==> config.mk <==
export PLATFORM = sky130hd
export DESIGN_NAME = fetch_line_buffer_flat
export DESIGN_NICKNAME = d
export VERILOG_FILES = /design/src/rtl/frontend_pkg.sv /design/src/rtl/fetch_line_buffer_if.sv /design/src/rtl/fetch_slot_select.sv /design/src/rtl/fetch_line_buffer.sv /design/src/flat_wrapper.sv
export SDC_FILE = /design/constraint.sdc
export NUM_CORES = 2
export LEC_CHECK = 0
export CORE_ASPECT_RATIO = 1.4
export CORE_UTILIZATION = 55
export DETAILED_ROUTE_END_ITERATION = 7
export GPL_TIMING_DRIVEN = 0
export PLACE_DENSITY = 0.76
export SLEW_MARGIN = 15
export SYNTH_ARGS = -nofsm -noshare
export SYNTH_HDL_FRONTEND = slang
export SYNTH_SLANG_ARGS = --single-unit
==> constraint.sdc <==
create_clock -name clk_in -period 18.04 [get_ports clk_in]
set_clock_uncertainty 0.2 [all_clocks]
set_input_delay 4.51 -clock clk_in [delete_from_list [all_inputs] [get_ports clk_in]]
set_output_delay 4.51 -clock clk_in [all_outputs]
set_load 0.02 [all_outputs]
==> src/rtl/frontend_pkg.sv <==
// Shared fetch-frontend types and constants.
// Defaults for the line buffer plus the stored line entry layout.
package frontend_pkg;

  localparam int DEF_LINE_BYTES = 64;
  localparam int DEF_IW         = 32;
  localparam int DEF_FW         = 4;
  localparam int DEF_DEPTH      = 4;
  localparam int DEF_PCW        = 64;

  localparam int LINE_BITS = DEF_LINE_BYTES * 8;
  localparam int IPL       = LINE_BITS / DEF_IW;
  localparam int IDXW      = $clog2(IPL);
  localparam int OFFB      = $clog2(DEF_LINE_BYTES);
  localparam int CNTW      = $clog2(DEF_FW + 1);

  typedef struct packed {
    logic [DEF_PCW-OFFB-1:0] base;
    logic [OFFB-3:0]         start;
    logic [IDXW-1:0]         last_idx;
    logic [LINE_BITS-1:0]    data;
  } fetch_line_entry_t;

endpackage

==> src/rtl/fetch_line_buffer_if.sv <==
// Line-in / instruction-beat-out bundle of the fetch line buffer.
// slave: buffer side. master: producer + decode side.
interface fetch_line_buffer_if;
  import frontend_pkg::*;

  logic                       line_valid_in;
  logic                       line_ready_out;
  logic [DEF_PCW-1:0]         line_pc_in;
  logic [IDXW-1:0]            line_last_idx_in;
  logic [LINE_BITS-1:0]       line_data_in;
  logic                       instr_valid_out;
  logic                       consumer_ready_in;
  logic [CNTW-1:0]            instr_count_out;
  logic [DEF_PCW-1:0]         instr_pc_out;
  logic [DEF_FW*DEF_IW-1:0]   instr_out;

  modport slave (
    input  line_valid_in, line_pc_in,
    input  line_last_idx_in, line_data_in,
    input  consumer_ready_in,
    output line_ready_out, instr_valid_out,
    output instr_count_out, instr_pc_out,
    output instr_out
  );

  modport master (
    output line_valid_in, line_pc_in,
    output line_last_idx_in, line_data_in,
    output consumer_ready_in,
    input  line_ready_out, instr_valid_out,
    input  instr_count_out, instr_pc_out,
    input  instr_out
  );

endinterface

==> src/rtl/fetch_slot_select.sv <==
// Picks up to FETCH_WIDTH instructions from a line at offset off_i.
// data_i/off_i/last_idx_i in; instr_o slots and count_o out.
module fetch_slot_select
  import frontend_pkg::*;
#(
  parameter int INSTRUCTION_WIDTH = DEF_IW,
  parameter int FETCH_WIDTH       = DEF_FW,
  localparam int CW = $clog2(FETCH_WIDTH + 1)
) (
  input  logic [LINE_BITS-1:0] data_i,
  input  logic [IDXW-1:0]      off_i,
  input  logic [IDXW-1:0]      last_idx_i,
  output logic [FETCH_WIDTH*INSTRUCTION_WIDTH-1:0] instr_o,
  output logic [CW-1:0]        count_o
);

  localparam int RW = IDXW + 1;

  logic [RW-1:0]   rem;
  logic [CW-1:0]   cnt;
  logic [IDXW-1:0] idx;

  always_comb begin
    rem = {1'b0, last_idx_i} - {1'b0, off_i} + RW'(1);
    cnt = (rem > RW'(FETCH_WIDTH)) ? CW'(FETCH_WIDTH)
                                  : CW'(rem);
    instr_o = '0;
    idx = '0;
    for (int k = 0; k < FETCH_WIDTH; k++) begin
      if (k < int'(cnt)) begin
        idx = off_i + IDXW'(k);
        instr_o[k*INSTRUCTION_WIDTH +: INSTRUCTION_WIDTH] =
          data_i[idx*INSTRUCTION_WIDTH +: INSTRUCTION_WIDTH];
      end
    end
  end

  assign count_o = cnt;

endmodule

==> src/rtl/fetch_line_buffer.sv <==
// Cacheline FIFO between L1I and decode, emitting aligned beats.
// Ports: clk_in, rst_in, flush_in, bus (slave), line_occupancy_out.
module fetch_line_buffer
  import frontend_pkg::*;
#(
  parameter int CACHE_LINE_BYTES  = DEF_LINE_BYTES,
  parameter int INSTRUCTION_WIDTH = DEF_IW,
  parameter int FETCH_WIDTH       = DEF_FW,
  parameter int LINE_DEPTH        = DEF_DEPTH,
  parameter int PC_WIDTH          = DEF_PCW
) (
  input  logic clk_in,
  input  logic rst_in,
  input  logic flush_in,
  fetch_line_buffer_if.slave bus,
  output logic [$clog2(LINE_DEPTH+1)-1:0] line_occupancy_out
);

  localparam int OB   = $clog2(CACHE_LINE_BYTES);
  localparam int PTRW = $clog2(LINE_DEPTH);
  localparam int OCCW = $clog2(LINE_DEPTH + 1);
  localparam int CW   = $clog2(FETCH_WIDTH + 1);

  fetch_line_entry_t mem_q [LINE_DEPTH];
  fetch_line_entry_t in_e;

  logic [PTRW-1:0] head_q, head_d, tail_q, tail_d, head_nx;
  logic [OCCW-1:0] occ_q, occ_d;
  logic [IDXW-1:0] off_q, off_d;
  logic [IDXW:0]   sum;
  logic [CW-1:0]   cnt;
  logic [FETCH_WIDTH*INSTRUCTION_WIDTH-1:0] slots;
  logic valid, ready, push, store, pop, retire;
  logic unused_pc_lsb;

  assign unused_pc_lsb = ^bus.line_pc_in[1:0];

  assign in_e.base     = bus.line_pc_in[PC_WIDTH-1:OB];
  assign in_e.start    = bus.line_pc_in[OB-1:2];
  assign in_e.last_idx = bus.line_last_idx_in;
  assign in_e.data     = bus.line_data_in;

  assign head_nx = head_q + PTRW'(1);
  assign valid   = occ_q != '0;
  assign ready   = !rst_in && (occ_q < OCCW'(LINE_DEPTH));
  assign push    = bus.line_valid_in && ready && !flush_in;
  // Lines whose start lies past last_idx hold nothing to issue.
  assign store   = push && (in_e.start <= in_e.last_idx);
  assign pop     = valid && bus.consumer_ready_in && !flush_in;
  assign sum     = {1'b0, off_q} + (IDXW+1)'(cnt);
  assign retire  = pop && (sum > {1'b0, mem_q[head_q].last_idx});

  fetch_slot_select #(
    .INSTRUCTION_WIDTH (INSTRUCTION_WIDTH),
    .FETCH_WIDTH       (FETCH_WIDTH)
  ) u_sel (
    .data_i     (mem_q[head_q].data),
    .off_i      (off_q),
    .last_idx_i (mem_q[head_q].last_idx),
    .instr_o    (slots),
    .count_o    (cnt)
  );

  assign bus.line_ready_out  = ready;
  assign bus.instr_valid_out = valid;
  assign bus.instr_count_out = valid ? cnt : '0;
  assign bus.instr_pc_out    =
    valid ? {mem_q[head_q].base, off_q, 2'b00} : '0;
  assign bus.instr_out       = valid ? slots : '0;
  assign line_occupancy_out  = occ_q;

  always_comb begin
    head_d = head_q;
    tail_d = tail_q;
    occ_d  = occ_q;
    off_d  = off_q;
    if (flush_in) begin
      head_d = '0;
      tail_d = '0;
      occ_d  = '0;
      off_d  = '0;
    end else begin
      if (store) tail_d = tail_q + PTRW'(1);
      if (retire) head_d = head_nx;
      occ_d = occ_q + OCCW'(store) - OCCW'(retire);
      // off tracks the head line; reload whenever a new line
      // becomes head (queued successor or the one arriving now).
      if (retire) begin
        if (occ_q > OCCW'(1)) off_d = mem_q[head_nx].start;
        else if (store)       off_d = in_e.start;
        else                  off_d = '0;
      end else if (pop) begin
        off_d = sum[IDXW-1:0];
      end else if (store && occ_q == '0) begin
        off_d = in_e.start;
      end
    end
  end

  always_ff @(posedge clk_in or posedge rst_in) begin
    if (rst_in) begin
      head_q <= '0;
      tail_q <= '0;
      occ_q  <= '0;
      off_q  <= '0;
    end else begin
      head_q <= head_d;
      tail_q <= tail_d;
      occ_q  <= occ_d;
      off_q  <= off_d;
    end
  end

  always_ff @(posedge clk_in) begin
    if (store) mem_q[tail_q] <= in_e;
  end

endmodule

==> src/flat_wrapper.sv <==
// flat-port wrapper written by rule: the top's interface ports become plain ports
module fetch_line_buffer_flat import frontend_pkg::*;
#(
  parameter int CACHE_LINE_BYTES  = DEF_LINE_BYTES,
  parameter int INSTRUCTION_WIDTH = DEF_IW,
  parameter int FETCH_WIDTH       = DEF_FW,
  parameter int LINE_DEPTH        = DEF_DEPTH,
  parameter int PC_WIDTH          = DEF_PCW
)
  (clk_in, rst_in, flush_in, line_occupancy_out, bus_line_valid_in, bus_line_pc_in, bus_line_last_idx_in, bus_line_data_in, bus_consumer_ready_in, bus_line_ready_out, bus_instr_valid_out, bus_instr_count_out, bus_instr_pc_out, bus_instr_out);
  fetch_line_buffer_if bus_i ();
  input  logic clk_in;
  input  logic rst_in;
  input  logic flush_in;
  output logic [$clog2(LINE_DEPTH+1)-1:0] line_occupancy_out;
  input wire logic [$bits(bus_i.line_valid_in)-1:0] bus_line_valid_in;
  input wire logic [$bits(bus_i.line_pc_in)-1:0] bus_line_pc_in;
  input wire logic [$bits(bus_i.line_last_idx_in)-1:0] bus_line_last_idx_in;
  input wire logic [$bits(bus_i.line_data_in)-1:0] bus_line_data_in;
  input wire logic [$bits(bus_i.consumer_ready_in)-1:0] bus_consumer_ready_in;
  output wire logic [$bits(bus_i.line_ready_out)-1:0] bus_line_ready_out;
  output wire logic [$bits(bus_i.instr_valid_out)-1:0] bus_instr_valid_out;
  output wire logic [$bits(bus_i.instr_count_out)-1:0] bus_instr_count_out;
  output wire logic [$bits(bus_i.instr_pc_out)-1:0] bus_instr_pc_out;
  output wire logic [$bits(bus_i.instr_out)-1:0] bus_instr_out;
  assign bus_i.line_valid_in = bus_line_valid_in;
  assign bus_i.line_pc_in = bus_line_pc_in;
  assign bus_i.line_last_idx_in = bus_line_last_idx_in;
  assign bus_i.line_data_in = bus_line_data_in;
  assign bus_i.consumer_ready_in = bus_consumer_ready_in;
  assign bus_line_ready_out = bus_i.line_ready_out;
  assign bus_instr_valid_out = bus_i.instr_valid_out;
  assign bus_instr_count_out = bus_i.instr_count_out;
  assign bus_instr_pc_out = bus_i.instr_pc_out;
  assign bus_instr_out = bus_i.instr_out;
  fetch_line_buffer #(.CACHE_LINE_BYTES(CACHE_LINE_BYTES), .INSTRUCTION_WIDTH(INSTRUCTION_WIDTH), .FETCH_WIDTH(FETCH_WIDTH), .LINE_DEPTH(LINE_DEPTH), .PC_WIDTH(PC_WIDTH)) u_core (.clk_in(clk_in), .rst_in(rst_in), .flush_in(flush_in), .bus(bus_i), .line_occupancy_out(line_occupancy_out));
endmodule
# Yosys cells after proc, flatten, opt, wreduce, memory -nomap -nowiden

Memory sizes are Yosys's and may differ from the RTL's.
Cells that the tools add are included.

Add/sub/neg operators: 10
$lt $le $gt $ge: 9
Shift operators: 4
Multiplexer cells: 21
Reductions and logical operators: 15

Operators with widths:

| kind                                                                         | number |
|---|---|
| 512-bit by 10-bit indexed part select with 32-bit output                     | 4 |
| 128-bit 2-to-1 mux                                                           | 1 |
| 32-bit 2-to-1 mux                                                            | 4 |
| 64-bit 2-to-1 mux                                                            | 1 |
| 4-bit 2-to-1 mux                                                             | 6 |
| 3-bit 2-to-1 mux                                                             | 3 |
| 4-bit by 2-bit adder with 4-bit output (second input constant)               | 2 |
| 1-bit logical AND                                                            | 8 |
| 2-bit 2-to-1 mux                                                             | 4 |
| 1-bit by 3-bit less-than comparator with 1-bit output (first input constant) | 2 |
| 2-bit by 3-bit less-than comparator with 1-bit output (first input constant) | 2 |
| 4-bit by 3-bit adder with 5-bit output                                       | 1 |
| 5-bit by 1-bit adder with 5-bit output (second input constant)               | 1 |
| 5-bit by 3-bit > comparator with 1-bit output (second input constant)        | 1 |
| 5-bit by 4-bit > comparator with 1-bit output                                | 1 |
| 4-bit by 4-bit subtractor with 5-bit output                                  | 1 |
| 2-bit by 1-bit adder with 2-bit output (second input constant)               | 2 |
| 4-bit by 1-bit adder with 4-bit output (second input constant)               | 1 |
| 4-bit <= comparator                                                          | 1 |
| 2-bit nonzero test                                                           | 2 |
| 4-bit nonzero test                                                           | 1 |
| 3-bit by 1-bit adder with 3-bit output                                       | 1 |
| 3-bit by 1-bit > comparator with 1-bit output (second input constant)        | 1 |
| 3-bit logical NOT                                                            | 1 |
| other kinds (5)                                                              | 7 |

Flip-flop bits (word level): 11
Memory bits (writable): 2,312
Input port bits: 585
Output and inout bits: 200
Word-level logic and storage cells: 64
Memories kept: 1

Memory list:

| memory       | words | bits a word | rd ports | clocked after Yosys merged registers in | write ports | line                    | text |
|---|---|---|---|---|---|---|---|
| u_core.mem_q | 4     | 578         | 2        | 0                                       | 1           | fetch_line_buffer.sv:24 | `fetch_line_entry_t mem_q [LINE_DEPTH];` |

# Depth between registers and ports, before layout

Depth after elaboration: 10
Mapped depth: 33

# Hierarchy

From an unflattened synthesis, not the netlist that was laid out.

Cells, all modules: 4,940
Area total of the unflattened synthesis: 102,168.0 um^2

Modules (own cells, without submodules):

| module            | times used | cells an instance | area an instance (um^2) | seq. area each (um^2) |
|---|---|---|---|---|
| fetch_line_buffer | 1          | 3,356             | 85,497.0                | 69,701.8 |
| fetch_slot_select | 1          | 1,584             | 16,671.0                | 0.0 |

# Worst setup path after synthesis

Ideal clock, no wire load.

Path type: input -> register
Start point: input rst_in
End point: memory u_core.mem_q[0][0] (netlist bit) (enable)
Setup time: 1.019 ns
Arrival time: 18.620 ns
Required time: 16.821 ns
Path slack: -1.799 ns
Cell stages on the path: 5
Buffers on the path: 0
Path through: or3b_2 a2111oi_0 a21oi_1 inv_1 and2_1

Longest elaborated chain between the ends: 7

Ends and longest elaborated chain:

| item                                   | line                     | text |
|---|---|---|
| start: declaration                     | flat_wrapper.sv:13       | `input logic rst_in;` |
| 1-bit logical NOT (no source line)     | --                       |  |
| 1-bit logical AND                      | fetch_line_buffer.sv:45  | `assign ready = !rst_in && (occ_q < OCCW'(LINE_DEPTH));` |
| 1-bit logical AND (2 in a row)         | fetch_line_buffer.sv:46  | `assign push = bus.line_valid_in && ready && !flush_in;` |
| 1-bit logical AND                      | fetch_line_buffer.sv:48  | `assign store = push && (in_e.start <= in_e.last_idx);` |
| 1-bit 2-to-1 mux                       | fetch_line_buffer.sv:115 | `if (store) mem_q[tail_q] <= in_e;` |
| 1-bit 2-to-1 mux (implied by the code) | fetch_line_buffer.sv:115 |  |
| end: declaration                       | fetch_line_buffer.sv:24  |  |

No other way between the ends.

# Worst setup path in the final report

Start point: register u_core.head_q[1]
End point: output bus_instr_out[20]

Longest elaborated chain between the ends: 8
Elaborated cells on any way between the ends: 9

Ends and longest elaborated chain:

| item                                                  | line                     | text |
|---|---|---|
| start: declaration                                    | fetch_line_buffer.sv:27  | `logic [PTRW-1:0] head_q, head_d, tail_q, tail_d, head_nx;` |
| start signal: assignment                              | fetch_line_buffer.sv:102 | `head_q <= '0;` |
| start signal: assignment                              | fetch_line_buffer.sv:107 | `head_q <= head_d;` |
| memory read 4 x 578 bit (*)                           | --                       |  |
| 4-bit by 4-bit subtractor with 5-bit output           | fetch_slot_select.sv:24  | `rem = {1'b0, last_idx_i} - {1'b0, off_i} + RW'(1);` |
| 5-bit by 1-bit adder with 5-bit output                | fetch_slot_select.sv:24  |  |
| 5-bit by 3-bit > comparator with 1-bit output         | fetch_slot_select.sv:25  | `cnt = (rem > RW'(FETCH_WIDTH)) ? CW'(FETCH_WIDTH)` |
| 3-bit 2-to-1 mux                                      | fetch_slot_select.sv:25  |  |
| 1-bit by 3-bit less-than comparator with 1-bit output | fetch_slot_select.sv:30  | `if (k < int'(cnt)) begin` |
| 32-bit 2-to-1 mux (*)                                 | fetch_slot_select.sv:30  |  |
| 128-bit 2-to-1 mux (*)                                | fetch_line_buffer.sv:69  | `assign bus.instr_out = valid ? slots : '0;` |
| end: declaration                                      | flat_wrapper.sv:25       | `output wire logic [$bits(bus_i.instr_out)-1:0] bus_instr_out;` |

Mark *: on every way between the ends. The rest lies on a longest branch, timed or not.

==> impl_results.md <==
- WL/cell: 51.84 µm
- Async S/R FF share, synth: 0.4735%
- Mapped Avg Cell Area: 18.83 µm²
- R2R Setup Slk: approximately 7.3 ns
- Clk sink count: 2,323
- PortBufs: between 700 and 800
- CTS H-tree lvls: 4
- Row cnt: 185
- Iteration-0 DRC Markers: between 10,000 and 15,000
- Setup crit end kind: output pin
- Clk slew on worst S/H paths: roughly 0.07 ns
- Via/cell ratio: 7.603
- Most frequent cells in the layout: edfxtp_1, clkdlybuf4s50_1, mux4_2
- Endpoints failing hold: 0
- Commonest non-fill, non-tap cell in the layout: edfxtp_1
- Pwr Density: ~130 nW/µm²
- Failing checks: design-rule violations, max-capacitance violations
- Sequential share of power: 39.7%
- Nets: between 7,000 and 8,000
- Die span in x: 363.4 µm
- Number of synthesis warnings: 0
- Cts-stage hold buffer count: 0
- First-pass GRT wire length: 608,800 µm
- Vias in the first global route: 66,708
- Reg2Reg Depth: 31
- Sequential cell area fraction in the yosys report: between 60% and 70%
- Gpl congestion: 1.155
- EDFF count, synth: between 2,000 and 2,500
- CTS tree: done
- Clk root buf: clkbuf_16
- Final Setup Violations: 0
- Fmax: 0.06699 GHz
- Slew @ Worst Pin: 1.447 ns
- Max-cap viol count: 1
- Drt first pass iters: 8
- Antenna violations before repair: approximately 140
- Reg-to-Reg Start: u_core.head_q[1]
- CP Cell Sequence: buf_2 > buf_2 > buf_2 > clkbuf_2 > clkbuf_1 > mux4_2 > inv_1 > ha_1 > inv_1 > ha_1 > inv_1 > fa_1 > xor2_1 > o211a_1 > nand3_1 > nand3_1 > clkbuf_1 > o22ai_1 > a221o_1 > clkdlybuf4s50_1
- Slowest stage delay, CP: between 1 and 1.5 ns
- Clock Power Share: 30.2%
- Placed insts: between 8,000 and 9,000
- Fin cells: ~9,000
- Post-Syn Area: 100,600 µm²
- Critical Path End: bus_instr_out[20]
- Fraction of layout cells with a size suffix above 1: 21.26%
- Post-synth cell types: 64
- Core box area: between 150,000 and 200,000 µm²
- Combinational share of power: 30.1%
- IO Pins: 785
- Total die area: roughly 180,000 µm²
- Critical path type: flop to output pin
- Total number of vias: 69,154
- Slew margin rel.: under 10%
- Clk_lat worst skew: 0.90 ns
- HP Class: flop to flop
- Period Utilization, post-route: 82.74%
- Final min period: 14.93 ns
- P_int: 9.921 mW
- Starting Density: about 55%
- CP Data Required Time: 13.33 ns
- Tot Pwr: 15.25 mW
- Pin count of the biggest net entering global routing: 51
- Startpoint Class: flop
- DRC Markers: 1
- Dpl cell area: 113,200 µm²
- Worst-path fanout max: 10
- Status: finished with violations
- # resized after CTS: 0
- Cells after Synth: 5,340
- Register area: 69,700 µm²
- FILL cells: ~11,000
- Switching share of total power: 34.94%
- FF-to-FF End: u_core.line_occupancy_out[2]
- Net Switching: 5.328 mW
- Multi-input logic area: 28,950 µm²
- Slew Viols, Final: 0
- Longest Clk Path Bufs: 3
- Main synth FF type: edfxtp_1
- Number of buffers created by CTS: about 200
- Die height: around 500 µm
- Maximum vdd drop: 0.1400 mV
- CP startpoint: u_core.head_q[1]
- Synthesis-to-layout area growth: 19.77%
- Yosys reg bits: 2,323
- Post-layout util: 66.38%
- RSZ-0062 raised after global routing: no
- Total gr overflow: 0
- Post-CTS setup buffers: 0
- Setup TNS: 0 ns
- Critical-path top delay cell: clkbuf_1
- Leakage: around 38 nW
- ANT nets after route: 0
- GRT Overall Usage: 50.84%
- DPL Wire Length: 342,300 µm
- Final WL: 471,500 µm
- Design area: ~120,000 µm²
- Crit path arrival time: around 10 ns
==> metal layers <==
layer,share of wire (%),vias up,GRT usage [%]
met1,31,35152,57.58
met4,10,92,42.45
li1,-,24664,-
met2,45,7326,76.98
met5,0.13,-,0
met3,14,1920,18.68
==> worst max-delay path, delay by kind of cell (launching register included) <==
kind / cells / cell delay (ns)
AOI/OAI and AO/OA: 3 / 1.20
xor gates and xnor gates: 1 / 0.23
adders and majority gates: 3 / 0.88
buffers and inverters: 10 / 4.79
DFF: 1 / 0.33
muxes: 1 / 0.43
and+or+nand+nor: 2 / 1.34
==> metrics by stage <==
stage	hold slack (ns)	setup WS (ns)
2_1_floorplan	0.3420	-1.798
3_3_place_gp	0.3610	-12.71
3_5_place_dp	0.4073	4.819
4_1_cts	0.4303	3.750
5_1_grt	0.4722	3.476
6_report	0.4269	3.113
==> logic make-up after synthesis <==
logic type               share of synthesized area, %
XOR/XNOR                                       0.1294
flip-flops                                      69.30
buffers and inverters                           2.073
multiplexers                                    19.54
other                                        0.003729
adder cells (fa/ha/maj)                        0.4080
AND/OR/NAND/NOR                                 3.498
AO/OA/AOI/OAI                                   5.045
==> Yosys cell counts, drive strengths merged (47+ instances only) <==
master  count  area share (%)
o22ai     144            0.90
mux2i     204             2.0
nor2      269             1.0
a21oi      89            0.44
inv        53            0.20
nand2     255            0.95
and2       67            0.42
edfxtp   2312              69
buf       184             1.1
a221oi     47            0.41
nand3      67            0.33
mux4      770              17
nor3       67            0.35
o21ai     116            0.58
a22oi     132            0.99
clkbuf    176            0.66
==> area by class of cell <==
type / instances / area share, %
repair buffers: 851 / 7.813
inverters: 86 / 0.2680
diodes: 102 / 0.2119
well taps: 2431 / 2.525
clock buffers: 230 / 4.213
multi-input cells: 2572 / 24.03
flip-flops and latches: 2323 / 57.86
clock inverters: 141 / 1.574
plain buffers: 360 / 1.502
==> sequential cells by signal, summed over array words and instances, names as in the netlist <==
| signal | cells |
|---|---|
| u_core.head_q | 2 |
| u_core.line_occupancy_out | 3 |
| u_core.mem_q | 2312 |
| u_core.off_q | 4 |
| u_core.tail_q | 2 |
==> how the worst min path moves through the flow <==
stage / from / end / cells past startpoint / slack (ns)
final: u_core.tail_q[1] / u_core.tail_q[1] / 2 / 0.43
after detailed placement: u_core.tail_q[1] / u_core.tail_q[1] / 2 / 0.41
after global placement: u_core.tail_q[1] / u_core.tail_q[1] / 2 / 0.36
after global routing: u_core.tail_q[1] / u_core.tail_q[1] / 2 / 0.47
after CTS: u_core.tail_q[1] / u_core.tail_q[1] / 2 / 0.43
after floorplan: u_core.tail_q[1] / u_core.tail_q[1] / 2 / 0.34
==> power groups by stage <==
stage	clock [mW]	combinational [mW]	sequential, mW
3_5_place_dp	0	4.25	6.16
4_1_cts	4.58	4.30	6.05
6_report	4.60	4.59	6.05
3_3_place_gp	0	4.19	6.21
5_1_grt	4.77	4.46	6.05
2_1_floorplan	0	2.01	6.19
No activity file was read; power rests on OpenSTA's default activity.
